**src/rtl/wave_table_pkg.sv**
```systemverilog
// Shared types and helpers for the multi-channel waveform lookup table.
// The negate helper works on a wide signed value so any sample width up to MAX_DATA_SIZE can use it.
package wave_table_pkg;

  typedef enum logic {
    INIT,
    RUN
  } state_t;

  typedef enum logic [1:0] {
    Q0 = 2'd0,
    Q1 = 2'd1,
    Q2 = 2'd2,
    Q3 = 2'd3
  } quadrant_t;

  localparam int unsigned MAX_DATA_SIZE = 64;

  // Two's-complement negate of a width-bit value held sign-extended in x.
  // The most negative code has no positive counterpart, so it maps to the most positive one.
  function automatic logic signed [MAX_DATA_SIZE-1:0] sat_neg(
    input logic signed [MAX_DATA_SIZE-1:0] x,
    input int unsigned                     width
  );
    logic signed [MAX_DATA_SIZE-1:0] min_val;
    min_val = {MAX_DATA_SIZE{1'b1}} << (width - 1);
    if (x == min_val) return ~min_val;
    return -x;
  endfunction

endpackage

```
**src/rtl/wave_table_fold.sv**
```systemverilog
// Second read stage for one channel: applies the quadrant sign with saturation and
// registers the sample, holding the previous sample while no request is in flight.
module wave_table_fold
  import wave_table_pkg::*;
#(
  parameter int DATA_SIZE = 8
) (
  input  logic                 i_clk,
  input  logic                 i_res,
  input  logic                 s1_valid,
  input  logic                 s1_neg,
  input  logic [DATA_SIZE-1:0] s1_data,
  output logic                 valid,
  output logic [DATA_SIZE-1:0] data
);

  logic [DATA_SIZE-1:0] folded;

  // NOTE: every always_comb output gets a default first so no path can infer a latch.
  always_comb begin
    folded = s1_data;
    if (s1_neg) begin
      folded = DATA_SIZE'(sat_neg(MAX_DATA_SIZE'(signed'(s1_data)), DATA_SIZE));
    end
  end

  always_ff @(posedge i_clk or negedge i_res) begin
    if (!i_res) begin
      valid <= 1'b0;
      data  <= '0;
    end else begin
      valid <= s1_valid;
      if (s1_valid) data <= folded;
    end
  end

endmodule

```
**src/rtl/wave_table.sv**
```systemverilog
// Run-time loadable signed waveform table with NUM_CH independent two-stage read channels.
// Optional quarter-wave storage rebuilds the full period by mirroring the index and negating.
module wave_table
  import wave_table_pkg::*;
#(
  parameter int ADDRESS_SIZE = 8,
  parameter int DATA_SIZE    = 8,
  parameter int NUM_CH       = 2,
  parameter int QUARTER      = 0
) (
  input  logic                           i_clk,
  input  logic                           i_res,
  output logic                           o_ready,
  input  logic                           i_wr_en,
  input  logic [ADDRESS_SIZE-1:0]        i_wr_addr,
  input  logic [DATA_SIZE-1:0]           i_wr_data,
  input  logic [NUM_CH-1:0]              i_rd_valid,
  input  logic [NUM_CH*ADDRESS_SIZE-1:0] i_rd_addr,
  output logic [NUM_CH-1:0]              o_valid,
  output logic [NUM_CH*DATA_SIZE-1:0]    o_data
);

  localparam int IDX_W = (QUARTER != 0) ? ADDRESS_SIZE - 2 : ADDRESS_SIZE;
  localparam int DEPTH = 1 << IDX_W;

  state_t               state;
  logic [IDX_W-1:0]     clr_cnt;
  logic [DATA_SIZE-1:0] mem [DEPTH];

  logic                 wr_fire;
  logic [IDX_W-1:0]     wr_idx;
  logic [DATA_SIZE-1:0] wr_val;
  logic                 unused_wr_addr;

  // In quarter mode the quadrant bits of the write address carry no information.
  assign unused_wr_addr = ^i_wr_addr;

  // NOTE: sequential state uses non-blocking assignments so every flop samples pre-edge values.
  always_ff @(posedge i_clk or negedge i_res) begin
    if (!i_res) begin
      state   <= INIT;
      clr_cnt <= '0;
      o_ready <= 1'b0;
    end else begin
      case (state)
        INIT: begin
          if (clr_cnt == IDX_W'(DEPTH - 1)) begin
            state   <= RUN;
            o_ready <= 1'b1;
          end else begin
            clr_cnt <= clr_cnt + 1'b1;
          end
        end
        RUN:     o_ready <= 1'b1;
        default: state   <= INIT;
      endcase
    end
  end

  // The single write port is shared: the clear sweep owns it during INIT, the user during RUN.
  always_comb begin
    wr_fire = 1'b0;
    wr_idx  = '0;
    wr_val  = '0;
    if (state == INIT) begin
      wr_fire = 1'b1;
      wr_idx  = clr_cnt;
    end else begin
      wr_fire = i_wr_en;
      wr_idx  = i_wr_addr[IDX_W-1:0];
      wr_val  = i_wr_data;
    end
  end

  // NOTE: the table array has no reset; the INIT sweep clears it instead of a reset on every entry.
  always_ff @(posedge i_clk) begin
    if (wr_fire) mem[wr_idx] <= wr_val;
  end

  for (genvar k = 0; k < NUM_CH; k++) begin : g_ch
    logic [ADDRESS_SIZE-1:0] ch_addr;
    logic [IDX_W-1:0]        ch_idx;
    logic                    ch_neg;
    logic                    rd_en;
    logic                    s1_valid;
    logic                    s1_neg;
    logic [DATA_SIZE-1:0]    s1_data;

    assign ch_addr = i_rd_addr[k*ADDRESS_SIZE +: ADDRESS_SIZE];
    assign rd_en   = i_rd_valid[k] && (state == RUN);

    if (QUARTER != 0) begin : g_quarter
      quadrant_t quad;
      assign quad   = quadrant_t'(ch_addr[ADDRESS_SIZE-1 -: 2]);
      assign ch_idx = (quad == Q1 || quad == Q3) ? ~ch_addr[IDX_W-1:0] : ch_addr[IDX_W-1:0];
      assign ch_neg = (quad == Q2 || quad == Q3);
    end else begin : g_full
      assign ch_idx = ch_addr;
      assign ch_neg = 1'b0;
    end

    // The tap samples the table before this edge's write lands, so same-cycle reads see old data.
    always_ff @(posedge i_clk or negedge i_res) begin
      if (!i_res) begin
        s1_valid <= 1'b0;
        s1_neg   <= 1'b0;
        s1_data  <= '0;
      end else begin
        s1_valid <= rd_en;
        if (rd_en) begin
          s1_neg  <= ch_neg;
          s1_data <= mem[ch_idx];
        end
      end
    end

    wave_table_fold #(
      .DATA_SIZE(DATA_SIZE)
    ) u_fold (
      .i_clk   (i_clk),
      .i_res   (i_res),
      .s1_valid(s1_valid),
      .s1_neg  (s1_neg),
      .s1_data (s1_data),
      .valid   (o_valid[k]),
      .data    (o_data[k*DATA_SIZE +: DATA_SIZE])
    );
  end

endmodule
```
**config.mk**
```make
export PLATFORM = sky130hd
export DESIGN_NAME = wave_table
export DESIGN_NICKNAME = d
export VERILOG_FILES = /design/src/rtl/wave_table_pkg.sv /design/src/rtl/wave_table_fold.sv /design/src/rtl/wave_table.sv
export SDC_FILE = /design/constraint.sdc
export NUM_CORES = 2
export LEC_CHECK = 0
export ABC_AREA = 0
export BUFFER_PORTS_ARGS = -buffer_cell sky130_fd_sc_hd__buf_4
export CORE_MARGIN = 2
export CORE_UTILIZATION = 52
export DETAILED_ROUTE_END_ITERATION = 10
export PLACE_DENSITY_LB_ADDON = 0.08
export SLEW_MARGIN = 10
export SYNTH_ARGS = -nofsm -noshare
export SYNTH_HDL_FRONTEND = slang
export SYNTH_SLANG_ARGS = --single-unit
```
**constraint.sdc**
```tcl
create_clock -name i_clk -period 10.2 [get_ports i_clk]
set_clock_uncertainty 0.05 [all_clocks]
set_input_delay 1.02 -clock i_clk [delete_from_list [all_inputs] [get_ports i_clk]]
set_output_delay 1.02 -clock i_clk [all_outputs]
set_load 0.1 [all_outputs]
```
==> metrics.txt <==
CTS max path bufs=3; Pwr Total=18.5 mW; width of the die=441 µm; worst hold-check path type=primary input to async pin; initial antenna violation count=27; sequential area share after synthesis=0.630; worst slew pin tran=1370 ps; Max IR drop VDD=0.153 mV; crit path launch type=primary input; DR vias=62,300; Reg2Reg Depth=4; f_max=0.193 GHz; Leakage Power=30.4 nW; nature of the critical path endpoint=flip-flop; Clock power frac=0.444; Pint=14.3 mW; Hold Violations, Final=0; Yosys warning count=0; first-pass GRT wire length=492 mm; critical path cell sequence=buf_6 > buf_4 > inv_4 > buf_4 > nor2_4 > buf_4 > a22o_1 > nor4_1 > a211oi_1 > nand4_1 > o211ai_1; synthesized area per cell=17.3 µm²; Crit Path Category=primary input to flip-flop; Psw=4.17 mW; Synth top area share=0.618; overall die area=0.195 mm²; post_cts resized=0; Die H=441 µm; critical path's top delay family=buffers and inverters; fillers=14,400; TritonCTS clock tree=done; Comb power frac=0.053; IO buf count=55; switch share=0.225; Synth async-reset ratio=0.0220; Post-CTS Setup Repair Bufs=0; Num Clock Sinks=2,094; hold buffers post-CTS=0; # IOs=56; number of global-route vias before repair=60,100; Period minus WS final=5170 ps; GPL Wtd Cong=0.978; area leader, netlist=edfxtp_1; CP required=10,930 ps; grt ovf=0; # rows=160; number of synthesized flops with an enable pin=2,048; dpl hpwl=236 mm; Slew HR=0.0812; Synth area leaders=edfxtp_1, mux4_2, mux2i_1; Layout area overhead=9.63%; CP max FO=31; commonest non-fill, non-tap cell in the layout=edfxtp_1; share of layout cells above drive strength 1=0.219; launch point of the worst reg-to-reg path=state$_DFF_PN0_; CP max stage cell=a211oi_1; final wirelength=361 mm; Reg power frac=0.503; Core ar.=0.190 mm²; Cell Area, Synth=0.0995 mm²; max_cap viols=0; Yosys cell types=77; P per Cell Area=169 mW/mm²; Routed Antenna Nets=0; r2r setup slk=5790 ps; WL per Instance=42.5 µm; largest net degree at the start of global routing=201; Skew-Pair Late Insertion Delay=910 ps; final worst path period share=0.507; DRC viols=0; crit path buf inv count=5; Worst Hold Slack=283 ps; RSZ-0062 raised after global routing=false; Initial Util=0.523; most used cell, CP=buf_4; setup TNS=0 ps; final setup vio count=0; max incr delay on CP=740 ps; most frequent cells in the layout=edfxtp_1, mux2i_1, mux4_2, nor2_1, clkbuf_16; GRT Util Overall=0.369; worst endpoint data arrival time=5900 ps; syn nets=5,800; DRT iter0 DRCs=9,483; H-tree level count=4; Synth Register Bits=2,094; Pins Over Slew Limit=0; total CTS buffers=220; vias per cell=7.34; Final Cell Area=0.109 mm²; Synth Instances=5,762; Root Driver=clkbuf_16; worst reg2reg endpoint=mem[207][1]$_DFFE_PP_; Top FF cell, synth=edfxtp_1; Reg clk slew, reported paths=60 ps; first drt pass iteration count=8; outcome=completed; Placed Area=0.102 mm²; Final #Nets=5,808
==> cells by family after synthesis <==
| kind of cell | count (synthesis) | synth area share |
|---|---|---|
| DFF | 2094 | 0.630 |
| AOI/OAI and AO/OA | 928 | 0.0660 |
| buffers and inverters | 481 | 0.0336 |
| and+or+nand+nor | 769 | 0.0346 |
| adders and majority gates | 1 | 0.000126 |
| muxes | 1483 | 0.236 |
| xor gates and xnor gates | 6 | 0.000528 |
==> cells in the mapped netlist (all sizes together) (4+ instances only) <==
cell type	count
or4	4
a22oi	87
o22ai	219
o211ai	18
nand2b	40
o31ai	4
a211oi	73
nor4	22
o32ai	11
edfxtp	2048
a21boi	26
a221oi	25
a311oi	6
nor3	34
xnor2	6
inv	22
and2	21
o221ai	137
nor2b	10
or3	6
a31oi	28
and3	7
nand3b	9
nor2	317
buf	307
mux2	48
o2111ai	5
or2	8
a21oi	108
nand4	13
mux4	669
a22o	9
mux2i	766
a211o	30
dfrtp	46
or3b	8
o21ai	82
nand3	53
nand2	211
a2111oi	40
clkbuf	152
==> power groups by stage <==
stage / clock network, mW / logic (mW) / registers [mW]
floorplan: 0 / 0.611 / 9.48
global placement: 0 / 0.949 / 9.48
detailed placement: 0 / 0.954 / 9.48
CTS: 8.23 / 0.955 / 9.30
global route: 8.55 / 0.987 / 9.29
finish: 8.21 / 0.985 / 9.30
==> layer usage <==
layer  part of all wire  global-route usage
met4              0.070               0.216
met3               0.12               0.105
met5            0.00044                   0
met2               0.45               0.546
met1               0.36               0.490
==> cell type report <==
cell class	instances	area, µm²	area share
Inverter	22	90.1	0.000826
Clock inverter	117	1320	0.0121
Timing Repair Buffer	245	2120	0.0195
Antenna cell	7	17.5	0.000161
Sequential cell	2094	62700	0.574
Tap cell	2511	3140	0.0288
Multi-Input combinational cell	3187	33800	0.310
Clock buffer	298	5970	0.0547
==> worst reg2reg max path: cells and delay by family, from the launching register on <==
family,cells,cell delay [ps]
AOI/OAI and AO/OA,1,1080
buffers and inverters,1,260
DFF,1,430
and+or+nand+nor,2,2180
==> metrics by stage <==
stage / worst slack (ps) / cells / utilization
2_1_floorplan: 4900 / 5762 / -
3_5_place_dp: 4260 / 8058 / 0.535
4_1_cts: 5190 / 8473 / 0.573
5_1_grt: 5130 / 8476 / 0.574
6_report: 5030 / 8481 / 0.574
3_3_place_gp: 4120 / 8050 / 0.534
==> state kept, by name, indices dropped and copies added, names as in the netlist <==
name,cells
mem,2048
g_ch.s1_data,16
g_ch.u_fold.data,16
clr_cnt,8
g_ch.s1_valid,2
g_ch.u_fold.valid,2
o_ready,1
state,1
==> how the worst max path moves through the flow <==
stage | start | end | slack, ps | depth (start not counted)
floorplan | state$_DFF_PN0_ | mem[0][0]$_DFFE_PP_ | 4900 | 4
global placement | i_rd_addr[12] | g_ch[1].s1_data[6]$_DFFE_PN0P_ | 4120 | 11
detailed placement | i_rd_addr[12] | g_ch[1].s1_data[0]$_DFFE_PN0P_ | 4260 | 11
CTS | i_rd_addr[12] | g_ch[1].s1_data[0]$_DFFE_PN0P_ | 5190 | 11
global route | i_rd_addr[12] | g_ch[1].s1_data[1]$_DFFE_PN0P_ | 5130 | 11
finish | i_rd_addr[12] | g_ch[1].s1_data[4]$_DFFE_PN0P_ | 5030 | 11
Power figures use the tool's default switching activity.
